==> src/rtl/fetch_byte_sequencer_if.sv <==
// Handshake and memory-port bundle for the byte-serial instruction fetch controller.
// master = controller side, slave = fetch stage / memory / decode side.
interface fetch_byte_sequencer_if #(
    parameter int unsigned ADDR_W = 9
) ();
    logic              req_valid;
    logic [ADDR_W-1:0] req_addr;
    logic              req_ready;
    logic              flush;
    logic              mem_rd_en;
    logic [ADDR_W-1:0] mem_rd_addr;
    logic [7:0]        mem_data_in;
    logic              mem_valid_in;
    logic              instr_valid;
    logic              instr_ready;
    logic [31:0]       instr_out;
    logic [ADDR_W-1:0] instr_addr;
    logic              misaligned_err;

    modport master (
        input  req_valid, req_addr, flush, mem_data_in, mem_valid_in, instr_ready,
        output req_ready, mem_rd_en, mem_rd_addr, instr_valid, instr_out, instr_addr,
               misaligned_err
    );

    modport slave (
        output req_valid, req_addr, flush, mem_data_in, mem_valid_in, instr_ready,
        input  req_ready, mem_rd_en, mem_rd_addr, instr_valid, instr_out, instr_addr,
               misaligned_err
    );
endinterface

==> src/rtl/fetch_byte_sequencer.sv <==
// Fetches a 32-bit instruction as four sequential byte reads from a byte-wide memory and
// hands the assembled word to decode over valid/ready; supports flush and misalign reject.
module fetch_byte_sequencer #(
    parameter int unsigned ADDR_W     = 9,
    parameter bit          BIG_ENDIAN = 1'b1
) (
    input logic                   clk,
    input logic                   rst,
    fetch_byte_sequencer_if.master bus
);
    typedef enum logic [1:0] {StIdle, StFetch, StHold, StDrain} state_e;

    state_e            state_q, state_d;
    logic [ADDR_W-1:0] base_q, base_d;
    logic [2:0]        issue_q, issue_d;  // reads issued; reused as outstanding count in drain
    logic [2:0]        cap_q, cap_d;
    logic              req_ready_q, req_ready_d;
    logic              rd_en_q, rd_en_d;
    logic [ADDR_W-1:0] rd_addr_q, rd_addr_d;
    logic              instr_valid_q, instr_valid_d;
    logic [31:0]       instr_out_q, instr_out_d;
    logic [ADDR_W-1:0] instr_addr_q, instr_addr_d;
    logic              mis_q, mis_d;
    logic [2:0]        outstanding;
    logic [1:0]        lane;

    always_ff @(posedge clk or posedge rst) begin
        if (rst) begin
            state_q       <= StIdle;
            base_q        <= '0;
            issue_q       <= '0;
            cap_q         <= '0;
            req_ready_q   <= 1'b0;
            rd_en_q       <= 1'b0;
            rd_addr_q     <= '0;
            instr_valid_q <= 1'b0;
            instr_out_q   <= '0;
            instr_addr_q  <= '0;
            mis_q         <= 1'b0;
        end else begin
            state_q       <= state_d;
            base_q        <= base_d;
            issue_q       <= issue_d;
            cap_q         <= cap_d;
            req_ready_q   <= req_ready_d;
            rd_en_q       <= rd_en_d;
            rd_addr_q     <= rd_addr_d;
            instr_valid_q <= instr_valid_d;
            instr_out_q   <= instr_out_d;
            instr_addr_q  <= instr_addr_d;
            mis_q         <= mis_d;
        end
    end

    always_comb begin
        state_d       = state_q;
        base_d        = base_q;
        issue_d       = issue_q;
        cap_d         = cap_q;
        req_ready_d   = req_ready_q;
        rd_en_d       = 1'b0;
        rd_addr_d     = rd_addr_q;
        instr_valid_d = instr_valid_q;
        instr_out_d   = instr_out_q;
        instr_addr_d  = instr_addr_q;
        mis_d         = 1'b0;
        // A return arriving in the flush cycle is treated as already absorbed.
        outstanding   = issue_q - cap_q - {2'b00, bus.mem_valid_in};
        lane          = BIG_ENDIAN ? (2'd3 - cap_q[1:0]) : cap_q[1:0];

        unique case (state_q)
            StIdle: begin
                req_ready_d = 1'b1;
                if (bus.req_valid && req_ready_q && !bus.flush) begin
                    if (bus.req_addr[1:0] != 2'b00) begin
                        mis_d = 1'b1;
                    end else begin
                        state_d     = StFetch;
                        base_d      = bus.req_addr;
                        issue_d     = 3'd1;
                        cap_d       = 3'd0;
                        rd_en_d     = 1'b1;
                        rd_addr_d   = bus.req_addr;
                        req_ready_d = 1'b0;
                    end
                end
            end
            StFetch: begin
                if (bus.flush) begin
                    if (outstanding != 3'd0) begin
                        state_d = StDrain;
                        issue_d = outstanding;
                    end else begin
                        state_d     = StIdle;
                        req_ready_d = 1'b1;
                    end
                end else begin
                    if (issue_q != 3'd4) begin
                        rd_en_d   = 1'b1;
                        rd_addr_d = base_q + ADDR_W'(issue_q);
                        issue_d   = issue_q + 3'd1;
                    end
                    if (bus.mem_valid_in) begin
                        instr_out_d[{lane, 3'b000} +: 8] = bus.mem_data_in;
                        cap_d = cap_q + 3'd1;
                        if (cap_q == 3'd3) begin
                            state_d       = StHold;
                            instr_valid_d = 1'b1;
                            instr_addr_d  = base_q;
                        end
                    end
                end
            end
            StHold: begin
                // Flush wins over a same-cycle instr_ready; either way the word leaves.
                if (bus.flush || bus.instr_ready) begin
                    state_d       = StIdle;
                    instr_valid_d = 1'b0;
                    req_ready_d   = 1'b1;
                end
            end
            StDrain: begin
                if (bus.mem_valid_in) begin
                    issue_d = issue_q - 3'd1;
                    if (issue_q == 3'd1) begin
                        state_d     = StIdle;
                        req_ready_d = 1'b1;
                    end
                end
            end
            default: state_d = StIdle;
        endcase
    end

    assign bus.req_ready      = req_ready_q;
    assign bus.mem_rd_en      = rd_en_q;
    assign bus.mem_rd_addr    = rd_addr_q;
    assign bus.instr_valid    = instr_valid_q;
    assign bus.instr_out      = instr_out_q;
    assign bus.instr_addr     = instr_addr_q;
    assign bus.misaligned_err = mis_q;
endmodule

==> src/flat_wrapper.sv <==
// flat-port wrapper written by rule: the top's interface ports become plain ports
module fetch_byte_sequencer_flat 
#(
    parameter int unsigned ADDR_W     = 9,
    parameter bit          BIG_ENDIAN = 1'b1
)
  (clk, rst, bus_req_valid, bus_req_addr, bus_flush, bus_mem_data_in, bus_mem_valid_in, bus_instr_ready, bus_req_ready, bus_mem_rd_en, bus_mem_rd_addr, bus_instr_valid, bus_instr_out, bus_instr_addr, bus_misaligned_err);
  fetch_byte_sequencer_if #(.ADDR_W(ADDR_W)) bus_i ();
  input logic clk;
  input logic rst;
  input wire logic [$bits(bus_i.req_valid)-1:0] bus_req_valid;
  input wire logic [$bits(bus_i.req_addr)-1:0] bus_req_addr;
  input wire logic [$bits(bus_i.flush)-1:0] bus_flush;
  input wire logic [$bits(bus_i.mem_data_in)-1:0] bus_mem_data_in;
  input wire logic [$bits(bus_i.mem_valid_in)-1:0] bus_mem_valid_in;
  input wire logic [$bits(bus_i.instr_ready)-1:0] bus_instr_ready;
  output wire logic [$bits(bus_i.req_ready)-1:0] bus_req_ready;
  output wire logic [$bits(bus_i.mem_rd_en)-1:0] bus_mem_rd_en;
  output wire logic [$bits(bus_i.mem_rd_addr)-1:0] bus_mem_rd_addr;
  output wire logic [$bits(bus_i.instr_valid)-1:0] bus_instr_valid;
  output wire logic [$bits(bus_i.instr_out)-1:0] bus_instr_out;
  output wire logic [$bits(bus_i.instr_addr)-1:0] bus_instr_addr;
  output wire logic [$bits(bus_i.misaligned_err)-1:0] bus_misaligned_err;
  assign bus_i.req_valid = bus_req_valid;
  assign bus_i.req_addr = bus_req_addr;
  assign bus_i.flush = bus_flush;
  assign bus_i.mem_data_in = bus_mem_data_in;
  assign bus_i.mem_valid_in = bus_mem_valid_in;
  assign bus_i.instr_ready = bus_instr_ready;
  assign bus_req_ready = bus_i.req_ready;
  assign bus_mem_rd_en = bus_i.mem_rd_en;
  assign bus_mem_rd_addr = bus_i.mem_rd_addr;
  assign bus_instr_valid = bus_i.instr_valid;
  assign bus_instr_out = bus_i.instr_out;
  assign bus_instr_addr = bus_i.instr_addr;
  assign bus_misaligned_err = bus_i.misaligned_err;
  fetch_byte_sequencer #(.ADDR_W(ADDR_W), .BIG_ENDIAN(BIG_ENDIAN)) u_core (.clk(clk), .rst(rst), .bus(bus_i));
endmodule
==> config.mk <==
export PLATFORM = sky130hd
export DESIGN_NAME = fetch_byte_sequencer_flat
export DESIGN_NICKNAME = d
export VERILOG_FILES = /design/src/rtl/fetch_byte_sequencer_if.sv /design/src/rtl/fetch_byte_sequencer.sv /design/src/flat_wrapper.sv
export SDC_FILE = /design/constraint.sdc
export NUM_CORES = 1
export LEC_CHECK = 0
export BUFFER_PORTS_ARGS = -buffer_cell sky130_fd_sc_hd__buf_2
export CAP_MARGIN = 15
export CORE_MARGIN = 2
export CORE_UTILIZATION = 51
export CTS_BUF_LIST = sky130_fd_sc_hd__clkbuf_2 sky130_fd_sc_hd__clkbuf_4 sky130_fd_sc_hd__clkbuf_8
export DETAILED_ROUTE_END_ITERATION = 8
export PLACE_DENSITY = 0.9
export SETUP_SLACK_MARGIN = 0.3
export SLEW_MARGIN = 5
export SYNTH_ARGS = -nofsm -noshare
export SYNTH_HDL_FRONTEND = slang
export SYNTH_SLANG_ARGS = --single-unit
==> constraint.sdc <==
create_clock -name clk -period 2.9 [get_ports clk]
set_clock_uncertainty 0.1 [all_clocks]
set_input_delay 0.58 -clock clk [delete_from_list [all_inputs] [get_ports clk]]
set_output_delay 0.58 -clock clk [all_outputs]
set_load 0.02 [all_outputs]
### After elaboration in Yosys (flattened, before gate mapping)

Index checks and enable logic that the tools add are counted.

| word-level totals | value |
|---|---|
| flip-flop bits (word level) | 71 |

| operators by class | value |
|---|---|
| add/sub/neg operators | 8 |
| eq/ne operators | 21 |
| shift-type cells | 2 |
| muxes and demuxes | 48 |
| bitwise logic cells | 2 |
| reductions and logical operators | 19 |

Operators with widths:

| cell | count |
|---|---|
| $mux 9 | 4 |
| $bwmux 32 | 1 |
| $shift 8x7->32 const A | 1 |
| $shiftx 8x7->32 | 1 |
| $mux 3 | 10 |
| $reduce_and 5->1 | 4 |
| $mux 2 | 9 |
| $pmux 9 s2 | 1 |
| $mux 1 | 17 |
| $ne 2x2->1 const B | 6 |
| $ne 2x1->1 const B | 5 |
| $add 9x3->9 | 1 |
| $ne 3x2->1 const B | 3 |
| $pmux 3 s3 | 1 |
| $pmux 2 s4 | 1 |
| $neg 5->7 | 1 |
| $reduce_and 7->1 | 1 |
| $add 3x1->3 const B | 2 |
| $ne 3x3->1 const B | 2 |
| $pmux 3 s2 | 1 |
| $reduce_and 3->1 | 2 |
| $reduce_and 6->1 | 1 |
| $reduce_bool 2->1 | 3 |
| $reduce_bool 3->1 | 2 |
| other kinds (16) | 20 |

### Depth between registers and ports, before layout

| logic depth | value |
|---|---|
| depth in word-level cells | 6 |
| mapped depth | 11 |
| gate-level depth less buffers | 11 |

### Worst setup path after synthesis

Ideal clock, no wire load.

| path | value |
|---|---|
| path kind | input-to-reg |
| start point | in bus_mem_valid_in |
| end point | reg u_core.issue_q[0] |
| setup time | 0.124 ns |
| arrival | 2.702 ns |
| data required time | 2.676 ns |
| setup slack | -0.026 ns |
| stages | 11 |
| cell sequence | inv_1 fa_1 inv_1 ha_1 nor2_1 fa_1 nand2_1 and3b_4 o221a_4 nor3b_2 a21oi_1 |

| on the way | value |
|---|---|
| word-level cells in the longest chain between the ends | 4 |
| elaborated cells on any way between the ends | 8 |
| classes of those cells | add/sub: 1; eq/ne: 2; mux: 3; reduce/logical: 2 |

Ends and longest elaborated chain:

| what | RTL line | RTL |
|---|---|---|
| start, declared | flat_wrapper.sv:15 | `input wire logic [$bits(bus_i.mem_valid_in)-1:0] bus_mem_valid_in;` |
| $sub 3x1->3 | fetch_byte_sequencer.sv:68 | `outstanding = issue_q - cap_q - {2'b00, bus.mem_valid_in};` |
| $reduce_bool 3->1 or $mux 3 (tied branches) | fetch_byte_sequencer.sv:90 | `if (outstanding != 3'd0) begin` |
| $ne 3x2->1 (no source line) or $mux 3 (tied branches) | - |  |
| $reduce_and 6->1 (no source line) or $pmux 3 s3 (tied branches) | - |  |
| end signal, assigned | fetch_byte_sequencer.sv:43 | `issue_q <= issue_d;` |
| end, declared | fetch_byte_sequencer.sv:15 | `logic [2:0] issue_q, issue_d;` |

Parallel ways exist; a longest one is shown, timed or not. The select of a mux whose other input is x is not followed.
A chain may end at the register's enable or synchronous reset.

### Final worst setup path

| path | value |
|---|---|
| start point | in bus_mem_valid_in |
| end point | reg u_core.issue_q[1] |

Same word-level chain as after synthesis.

==> run metrics <==
R2R depth=12; Psw=around 0.0016 W; leakage power=2.14 nW; CP Class=input pin to register; Critical Path AT=around 2.9 ns; design internal power=~0.0024 W; worst-skew pair later-pin latency=approximately 0.35 ns; die width=87.1 µm; DP Wirelength=5680 µm; WP depth=13; FFs w/ async S/R, synth=100%; die area=7590 µm²; RSZ-0062 raised after global routing=yes; most used cell along the critical path=buf_4; Max IR drop VDD=between 0.0004 and 0.0005 V; Tightest Pin Transition=0.836 ns; footprint of the multi-input gates=1610 µm²; wire per inst=14.9 µm; Post-route DRC=0; initial antenna violation count=0; sequential area share after synthesis=50.4%; FP Rows=30; largest net degree at the start of global routing=39; Final Util=62.8%; # clock sinks=71; CP cell instances=buf_4 > inv_12 > fa_1 > inv_1 > ha_2 > nor2_2 > fa_2 > nand2_1 > and3b_4 > o221a_4 > buf_4 > nand2_2 > o21ai_1; combinational power share=42.8%; Bufs and invs on worst path=4; Synth area leader=dfrtp_1; ANT cells=0; total grt overflow=0; clk buf depth=2; CTS tree=built; Reg power frac=between 30% and 40%; Post-Syn Instances=348; Final #Nets=478; CP Max Fanout=5; Total Routing Usage GR=21.8%; Final setup viols=0; Critical Path Source Type=input pin; drt first pass iters=4; Fmax=about 360 MHz; total CTS buffers=9; Switching Fraction=40.6%; Clk pin slew, worst setup/hold paths=0.08 ns; area growth from synthesis to layout=20.3%; main flop type after synthesis=dfrtp_1; EDFF count, synth=0; power density cells=954 nW/µm²; Largest stage delay, worst path=around 0.56 ns; clock power share=19.5%; register bit total from synthesis=71; synth top area cells=dfrtp_1 50%, nand2_1 9.9%, o21ai_0 7.0%; commonest cells in the netlist=93 x nand2_1, 71 x dfrtp_1, 49 x o21ai_0; Crit path max-delay family=adder cells; placed insts=503; layout cells sized above 1=about 31%; H-tree Lvls=3; # fillers=534; core area=6760 µm²; Worst slew margin=43.8%; routability congestion estimate=0.875; Synthesis Warnings=0; status=complete, no violations; top cell type's share of synthesized area=50.4%; minimum clock period=2.76 ns; die height=around 87 µm; vias in the first global route=~2700; drt first-iter violations=110; Max Cap Violations=0; port bufs=76; period utilization=95.1%; top-count cell post-synth=nand2_1; Vias=2848; number of top-level pins=77; CTS Hold Buffers Added=0; Total Wirelength=7800 µm; worst min path class=input pin to async pin; required time worst endpoint=3.04 ns; Yosys cell types=47; remaining antenna violation count after routing=0; Final Hold Viols=0; Cell Area, Synth=3520 µm²; power after layout=0.00405 W; Starting Density=52.2%; Crit-path slowest cell=fa_1; CP endpoint kind=register; syn_nets=between 300 and 400; Mean Syn Cell Area=about 10 µm²; first-pass GRT wire length=12800 µm; vias per cell=around 5.5; sequential cell area=1780 µm²; CTS Root Cell=clkbuf_8; Final Max Slew Viols=0; final cell count without fillers=522
[state kept, by name, summed over array words and instances, names as in the netlist]
register and count:
u_core.base_q 9, u_core.bus.instr_addr 9, u_core.bus.instr_out 32, u_core.bus.instr_valid 1
u_core.bus.mem_rd_addr 9, u_core.bus.mem_rd_en 1, u_core.bus.misaligned_err 1, u_core.bus.req_ready 1
u_core.cap_q 3, u_core.issue_q 3, u_core.state_q 2
[area by class of cell]
type	count	area share (%)
timing repair buffer	90	11.5
multi-input combinational	251	38.1
inverter	14	1.53
sequential	71	41.9
tap	80	2.36
clock buffer	9	2.92
clock inverter	7	1.71
[kinds of logic (layout without fill, tap and decap cells)]
| kind of cell | after synthesis | in the layout | share of synthesized area [%] |
|---|---|---|---|
| adder cells (fa/ha/maj) | 18 | 18 | 7.03 |
| buffers and inverters | 26 | 120 | 4.08 |
| AO/OA/AOI/OAI | 75 | 75 | 12.6 |
| XOR/XNOR | 9 | 9 | 2.63 |
| AND/OR/NAND/NOR | 127 | 127 | 16.4 |
| multiplexers | 22 | 22 | 6.82 |
| flip-flops | 71 | 71 | 50.4 |
[per-layer routing]
metal	up-vias	global-route usage [%]	routed length, µm
met5	-	0	0
met3	22	5.97	453
met1	1339	27.7	3450
met4	0	10.3	199
li1	1369	-	-
met2	118	34.7	3690
[placed cells by master (no fill, tap or decap), types with 3 or more instances in the layout]
cell type   n
a21o_1      3
a21oi_1     5
and2_1      3
buf_2      75
buf_4      15
clkbuf_8    9
dfrtp_1    71
ha_1       14
inv_1      11
mux2_2     16
mux2i_1     6
nand2_1    92
nand4_1     3
nor2_1      7
nor3_1      5
o21a_1      3
o21ai_0    47
o21ai_1     4
xnor2_1     8
[stage by stage]
stage	cell area [µm²]	hold slack, ns	TNS [ns]	worst slack, ns
2_1_floorplan	3540	0.375	0	0.0906
3_3_place_gp	4020	0.355	-0.631	-0.167
3_5_place_dp	4020	0.364	-0.868	-0.230
4_1_cts	4230	0.273	0	0.151
5_1_grt	4240	0.313	0	0.0349
6_report	4240	0.249	0	0.142
[power groups by stage]
stage,clock network (W),logic (W),registers (W)
3_3_place_gp,0,0.00164,0.00152
3_5_place_dp,0,0.00170,0.00154
2_1_floorplan,0,0.00103,0.00168
5_1_grt,0.000852,0.00192,0.00156
6_report,0.000789,0.00173,0.00153
4_1_cts,0.000807,0.00172,0.00152
[path summary, 6_finish.rpt]
kind	slack (ns)	to	startpoint
worst max-delay path	0.14	u_core.issue_q[1]	bus_mem_valid_in
worst min-delay path	0.25	u_core.bus.mem_rd_addr[5]	rst
worst max register to register	0.15	u_core.issue_q[1]	u_core.cap_q[0]
worst min register to register	0.38	u_core.bus.instr_out[25]	u_core.bus.instr_out[25]
max in group asynchronous	1.70	u_core.state_q[1]	rst
min in group clk	0.37	u_core.base_q[3]	bus_req_addr[3]
[worst register-to-register path: stages (launching register included)]
cell and delay, ns:
dfrtp_1 0.36, inv_2 0.06, fa_1 0.54, inv_1 0.06
ha_2 0.17, nor2_2 0.09, fa_2 0.45, nand2_1 0.08
and3b_4 0.21, o221a_4 0.28, buf_4 0.14, nand2_2 0.05
o21ai_1 0.06
[timing repair]
item / 4_1_cts / 5_1_grt
endpoints found under the setup margin: 5 / 6
pin swaps: 6 / 1
buffers inserted: 2 / 1
resized for setup: 1 / 2
Power figures use the tool's default switching activity.
